File: config.mk
export PLATFORM = sky130hd
export DESIGN_NAME = hazard_stall_unit
export DESIGN_NICKNAME = d
export VERILOG_FILES = /design/src/rtl/hazard_stall_unit.sv
export SDC_FILE = /design/constraint.sdc
export NUM_CORES = 1
export LEC_CHECK = 0
export CORE_AREA = 2 2 39 41
export CTS_CLUSTER_SIZE = 30
export DETAILED_ROUTE_END_ITERATION = 6
export DIE_AREA = 0 0 41 43
export PLACE_DENSITY_LB_ADDON = 0.15
export SYNTH_ARGS = -nofsm -noshare
export SYNTH_HDL_FRONTEND = slang
export SYNTH_SLANG_ARGS = --single-unit
File: constraint.sdc
create_clock -name clk -period 2.53 [get_ports clk]
set_clock_uncertainty 0.15 [all_clocks]
set_input_delay 0.759 -clock clk [delete_from_list [all_inputs] [get_ports clk]]
set_output_delay 0.759 -clock clk [all_outputs]
set_load 0.05 [all_outputs]
File: src/rtl/hazard_stall_unit.sv
// Load-use stall / branch flush / memory freeze controller for a 5-stage pipeline.
// Optional stall-cycle counter (stall_cnt_o) is built only when HAZARD_STALL_CNT_EN is defined.
module hazard_stall_unit #(
   parameter int CNT_W = 16
) (
   input  logic       clk,
   input  logic       reset,
   input  logic       mem_read_IDEX_i,
   input  logic [4:0] Rt_IDEX_i,
   input  logic [4:0] Rs_IFID_i,
   input  logic [4:0] Rt_IFID_i,
   input  logic       uses_rt_IFID_i,
   input  logic       branch_taken_EX_i,
   input  logic       mem_busy_i,
   output logic       pc_write_o,
   output logic       ifid_write_o,
   output logic       idex_bubble_o,
   output logic       ifid_flush_o,
   output logic       idex_flush_o,
   output logic [1:0] state_o
`ifdef HAZARD_STALL_CNT_EN
   ,
   output logic [CNT_W-1:0] stall_cnt_o
`endif
);

   localparam logic [1:0] RUN        = 2'b00;
   localparam logic [1:0] LOAD_STALL = 2'b01;
   localparam logic [1:0] FLUSH      = 2'b10;
   localparam logic [1:0] FREEZE     = 2'b11;

   logic [1:0] state;
   logic [1:0] next_state;
   logic [1:0] saved_state;
   logic [1:0] eval_state;
   logic       load_use;

   assign load_use = mem_read_IDEX_i && (Rt_IDEX_i != 5'd0) &&
                     ((Rt_IDEX_i == Rs_IFID_i) ||
                      (uses_rt_IFID_i && (Rt_IDEX_i == Rt_IFID_i)));

   // On release from FREEZE the inputs are judged as if still in the pre-freeze state.
   assign eval_state = (state == FREEZE) ? saved_state : state;
   assign state_o    = state;

   always_comb begin
      pc_write_o    = 1'b1;
      ifid_write_o  = 1'b1;
      idex_bubble_o = 1'b0;
      ifid_flush_o  = 1'b0;
      idex_flush_o  = 1'b0;
      next_state    = RUN;
      if (!reset) begin
         pc_write_o    = 1'b0;
         ifid_write_o  = 1'b0;
         idex_bubble_o = 1'b1;
      end else if (mem_busy_i) begin
         pc_write_o   = 1'b0;
         ifid_write_o = 1'b0;
         next_state   = FREEZE;
      end else begin
         case (eval_state)
            RUN, LOAD_STALL: begin
               if (branch_taken_EX_i) begin
                  ifid_flush_o = 1'b1;
                  idex_flush_o = 1'b1;
                  next_state   = FLUSH;
               end else if ((eval_state == RUN) && load_use) begin
                  pc_write_o    = 1'b0;
                  ifid_write_o  = 1'b0;
                  idex_bubble_o = 1'b1;
                  next_state    = LOAD_STALL;
               end
            end
            default: ;
         endcase
      end
   end

   always_ff @(posedge clk) begin
      if (!reset) begin
         state       <= RUN;
         saved_state <= RUN;
      end else begin
         state <= next_state;
         if (mem_busy_i && (state != FREEZE))
            saved_state <= state;
      end
   end

`ifdef HAZARD_STALL_CNT_EN
   always_ff @(posedge clk) begin
      if (!reset)
         stall_cnt_o <= '0;
      else if (!pc_write_o && (stall_cnt_o != '1))
         stall_cnt_o <= stall_cnt_o + 1'b1;
   end
`endif

endmodule

==> results.json, run 1 <==
{
  "ir_worst_vdd_mv": 0.292,
  "antenna_cells": 0,
  "die_area_um2": 1760,
  "p_comb_share_pct": 47.0,
  "switchingPower_mw": 0.0917,
  "syn_avg_cell_area_um2": 8.19,
  "clock_tree.buffer_depth": 2,
  "cp_max_fo": 3,
  "dp_hpwl_um": 831,
  "antenna_found_initial": 0,
  "final_area_um2": 822,
  "htreeDepth": 1,
  "status": "finished with violations",
  "syn-num-nets": 63,
  "r2r_cells": 4,
  "setup-tns-final_ps": -1190,
  "grt_pass1_wl_um": 1660,
  "track_usage_pct": 13.5,
  "initial_utilization_pct": 24.9,
  "dr.pass1.iters": 1,
  "cp_slowest_cell": "nor4_2",
  "report.final.slew_viol_count": 0,
  "die_h_um": 43,
  "grt_overflow": 0,
  "cts_tree": "yes",
  "pwr-share-clk_pct": 27.8,
  "hold_path_class": "register to register",
  "p_leak_nw": 0.359,
  "worst_slack_ps": -401,
  "cts_inserted_buffers": 3,
  "ant_nets": 0,
  "drc": 0,
  "ys_warn_count": 0,
  "clk-insertion-delay-late_ps": 240,
  "grt_max_degree": 6,
  "path_cells": "buf_8 > xor2_2 > nor4_2 > a32oi_2 > o31ai_4 > buf_12",
  "p_int_mw": 0.191,
  "powerDensity_nw_per_um2": 344,
  "violations": "negative setup slack",
  "wl_um": 1100,
  "synth-seq-cells": 4,
  "boundaryPins": 28,
  "placed_cell_area_um2": 761,
  "nFillCells": 129,
  "rows": 14,
  "fin_total_pwr_mw": 0.283,
  "setup_violations": 3,
  "max_stage_delay_ps": 310,
  "synth_area_um2": 344,
  "path_class": "input port to output pin",
  "start_kind": "input port",
  "clk_pin_slew_worst_paths_ps": 40,
  "io_buffers": 27,
  "drive_above_1_share_pct": 47.4,
  "holdPathStages": 2,
  "slew_headroom_pct": 67.2,
  "drtIter0Drc": 0,
  "cap_viol_max_count": 0,
  "layout_common_cells": "10 x dlygate4sd2_1, 8 x xor2_1, 7 x buf_4, 5 x buf_6, 5 x buf_12",
  "hold_ws_ps": 356,
  "cts_sinks": 4,
  "syn-instance-count": 42,
  "core_area_um2": 1380,
  "timing.fmax_mhz": 341,
  "period_share_pct": 116,
  "holdBufCountCts": 0,
  "synth_cell_type_count": 19,
  "cp-end-kind": "output pin",
  "area_delta_synth_final_pct": 139,
  "hold_viol_final": 0,
  "crit_arrival_ps": 2020,
  "rsz0062_at_grt": "true",
  "viasPerCell": 4.60,
  "power_frac_seq_pct": 25.2,
  "fp.dieW_um": 41,
  "cp.required_ps": 1620,
  "grt_pass1_vias": 442,
  "cts-root-buf": "clkbuf_4",
  "routed-via-count": 432,
  "wl_per_cell_um": 11.7,
  "period_needed_ps": 2930,
  "layout_commonest_cell": "dlygate4sd2_1",
  "fin_nets": 101,
  "place_ws_ps": -885,
  "finalWeightedCongestion": 0.664,
  "synth_seq_area_share_pct": 23.3,
  "switching_share_pct": 32.4,
  "tightest_slew_ps": 491
}
[worst max-delay path: cells and delay by family]
kind | cells | cell delay, ps
xor gates and xnor gates | 1 | 160
and+or+nand+nor | 1 | 310
AOI/OAI and AO/OA | 2 | 510
buffers and inverters | 2 | 270
[final timing paths]
kind	start	end	slack, ps
setup reg to reg	state_o[0]$_SDFF_PN0_	state_o[0]$_SDFF_PN0_	1170
setup / recovery	Rt_IDEX_i[3]	idex_bubble_o	-400
hold reg to reg	saved_state[0]$_SDFFE_PN0P_	saved_state[0]$_SDFFE_PN0P_	360
hold / removal	saved_state[0]$_SDFFE_PN0P_	saved_state[0]$_SDFFE_PN0P_	360
[stage by stage]
| step | std cells | utilization, % |
|---|---|---|
| 2_1_floorplan | 42 | - |
| 6_report | 94 | 59.4 |
| 4_1_cts | 93 | 58.0 |
| 3_3_place_gp | 90 | 55.0 |
| 5_1_grt | 94 | 59.4 |
| 3_5_place_dp | 90 | 55.0 |
[power groups by stage]
stage          Combinational [mW]  Clock [mW]  Sequential [mW]
2_1_floorplan              0.0520           0           0.0783
3_3_place_gp                0.129           0           0.0717
3_5_place_dp                0.128           0           0.0718
4_1_cts                     0.130      0.0821           0.0710
5_1_grt                     0.142      0.0851           0.0717
6_report                    0.133      0.0785           0.0712
[area by class of cell]
| type | instances | area [µm²] | share of cell area (%) |
|---|---|---|---|
| well taps | 16 | 20.0 | 2.44 |
| flip-flops and latches | 4 | 80.1 | 9.74 |
| multi-input cells | 33 | 322 | 39.1 |
| repair buffers | 35 | 367 | 44.6 |
| clock buffers | 3 | 22.5 | 2.74 |
| inverters | 3 | 11.3 | 1.37 |
[kinds of logic (layout without fill, tap and decap cells)]
kind of cell | after synthesis | in the layout | share of synthesized area (%)
xor+xnor | 10 | 10 | 25.5
compound gates | 9 | 9 | 21.1
flops | 4 | 4 | 23.3
simple gates | 14 | 14 | 22.5
buf+inv | 5 | 41 | 7.63
[cell usage after synthesis]
master | count | area (µm²)
xor2_1 | 9 | 78.8
dfxtp_1 | 4 | 80.1
nor2_1 | 4 | 15.0
inv_1 | 3 | 11.3
nand2b_1 | 3 | 18.8
a21oi_1 | 2 | 10.0
buf_4 | 2 | 15.0
nor2b_1 | 2 | 12.5
nor3_1 | 2 | 10.0
o31ai_1 | 2 | 15.0
a211oi_1 | 1 | 7.51
a32oi_1 | 1 | 8.76
nand2_1 | 1 | 3.75
nor4_1 | 1 | 6.26
o2111ai_2 | 1 | 15.0
o21ba_1 | 1 | 10.0
o22ai_1 | 1 | 6.26
or4_4 | 1 | 11.3
xnor2_1 | 1 | 8.76
[routing by layer]
layer	wire (µm)	GRT usage, %
met5	0	0
met4	0	2.00
met3	167	7.85
met2	517	21.6
met1	414	15.3
[sequential cells by signal, summed over array words and instances (netlist names)]
register and flops:
saved_state 2, state_o 2
[what timing repair did]
item	in CTS	in global routing
pin swaps	14	5
setup buffers	0	1
gates resized for setup	53	5
setup endpoints to repair	5	3
Note: power is estimated with default switching activity, not from simulation.
==> run 2, diff against run 1 <==
SKIP_CTS_REPAIR_TIMING = 1   (was default)
==> run 2 against run 1 <==
  * The flow still finishes with violations (negative setup slack)
  * Hold slack stayed put
  * Wire length is 0.36% higher
  * Critical path depth stayed put
  * Sequential power hardly changed
  * Non-clock buffer count is 1 lower
  * Clock power hardly changed
  * Worst setup slack worse by 26 ps
  * Sequential share of layout area is 0.55 points lower
  * Design area is 5.9% higher
  * Largest power group unchanged
==> results.json, run 2 (synthesized netlist as in run 1, its figures left out) <==
{
  "status": "finished with violations",
  "violations": "negative setup slack",
  "fin_nets": 100,
  "initial_utilization_pct": 24.9,
  "cts_tree": "yes",
  "pwr-share-clk_pct": 27.4,
  "rrSetupSlack_ps": 1160,
  "wl_met3_um": 175,
  "timing.fmax_mhz": 338,
  "grt_pass1_vias": 410,
  "finalWeightedCongestion": 0.664,
  "topRoutingLayerUsed": "met3",
  "core_area_um2": 1380,
  "cts_inserted_buffers": 3,
  "fp.dieW_um": 41,
  "placed_cell_area_um2": 761,
  "powerDensity_nw_per_um2": 329,
  "switching_share_pct": 32.1,
  "htreeDepth": 1,
  "clk_pin_slew_worst_paths_ps": 40,
  "report.final.slew_viol_count": 0,
  "clock_tree.buffer_depth": 2,
  "dp_hpwl_um": 831,
  "layout_common_cells": "12 x dlymetal6s2s_1, 7 x xor2_1, 7 x buf_4, 5 x buf_12",
  "track_usage_pct": 12.6,
  "worst_slack_ps": -427,
  "hold_viol_final": 0,
  "r2r_cells": 4,
  "start_kind": "input port",
  "dr.pass1.iters": 1,
  "cts-root-buf": "clkbuf_4",
  "cp-end-kind": "output pin",
  "place_ws_ps": -885,
  "grt_max_degree": 6,
  "antenna_cells": 0,
  "slew_headroom_pct": 67.2,
  "wl_met2_um": 514,
  "r2r-end": "state_o[0]$_SDFF_PN0_",
  "power_frac_seq_pct": 24.9,
  "rows": 14,
  "layout_commonest_cell": "dlymetal6s2s_1",
  "r2r_start": "state_o[0]$_SDFF_PN0_",
  "final_area_um2": 871,
  "p_int_mw": 0.194,
  "die_area_um2": 1760,
  "cp.required_ps": 1620,
  "wl_per_cell_um": 11.8,
  "p_comb_share_pct": 47.7,
  "wl_um": 1100,
  "hold_path_class": "register to register",
  "die_h_um": 43,
  "routed-via-count": 428,
  "grt_overflow": 0,
  "dp_cells": 90,
  "cap_viol_max_count": 0,
  "rsz0062_at_grt": "true",
  "hold_start": "saved_state[0]$_SDFFE_PN0P_",
  "wl_met1_um": 413,
  "holdPathStages": 2,
  "setup_violations": 3,
  "stdcell_count": 93,
  "boundaryPins": 28,
  "period_needed_ps": 2960,
  "drive_above_1_share_pct": 45.5,
  "drc": 0,
  "ant_nets": 0,
  "ir_worst_vdd_mv": 0.294,
  "switchingPower_mw": 0.0920,
  "cp_max_fo": 3,
  "area_delta_synth_final_pct": 153,
  "p_leak_nw": 0.450,
  "period_share_pct": 117,
  "holdPathEnd": "saved_state[0]$_SDFFE_PN0P_",
  "viasPerCell": 4.60,
  "grt_pass1_wl_um": 1540,
  "drtIter0Drc": 0,
  "path_class": "input port to output pin",
  "crit_arrival_ps": 2050,
  "clk-insertion-delay-late_ps": 240,
  "io_buffers": 27,
  "antenna_found_initial": 0,
  "tightest_slew_ps": 491,
  "cts_sinks": 4
}
## run 2: metal layers
layer,GRT usage [%],vias to the layer above
met4,2.00,0
li1,-,212
met1,14.7,190
met5,0,-
met3,7.33,0
met2,19.7,26
## run 2: worst max path at each step
| stage | slack, ps | cells past startpoint | endpoint | from |
|---|---|---|---|---|
| floorplan | -370 | 4 | pc_write_o | Rt_IDEX_i[1] |
| global placement | -880 | 6 | idex_bubble_o | Rt_IDEX_i[3] |
| detailed placement | -880 | 6 | idex_bubble_o | Rt_IDEX_i[3] |
| CTS | -900 | 6 | idex_bubble_o | Rt_IDEX_i[3] |
| global route | -510 | 6 | idex_bubble_o | Rt_IFID_i[2] |
| finish | -430 | 6 | idex_bubble_o | Rt_IFID_i[2] |
## run 2: area by class of cell
cell class,instances,area [µm²]
Timing Repair Buffer,34,408
Fill cell,111,513
Multi-Input combinational cell,33,329
Inverter,3,11.3
Clock buffer,3,22.5
Tap cell,16,20.0
Sequential cell,4,80.1
## run 2: worst max-delay path: stages
cell	delay, ps
buf_6	100
xor2_2	170
nor4_2	310
a32oi_2	220
o31ai_4	320
buf_12	170
## run 2: stage by stage
step	util [%]	setup TNS, ps	hold WS, ps	total power, mW
finish	62.9	-1250	356	0.286
global route	62.9	-1390	384	0.302
CTS	56.6	-3150	352	0.282
detailed placement	55.0	-3210	347	0.200
global placement	55.0	-3210	324	0.200
floorplan	-	-876	316	0.130
## run 2: power groups by stage
stage	clock network [mW]	logic, mW	registers [mW]
finish	0.0785	0.137	0.0712
global route	0.0851	0.145	0.0717
CTS	0.0821	0.129	0.0709
detailed placement	0	0.128	0.0718
global placement	0	0.129	0.0717
floorplan	0	0.0520	0.0783
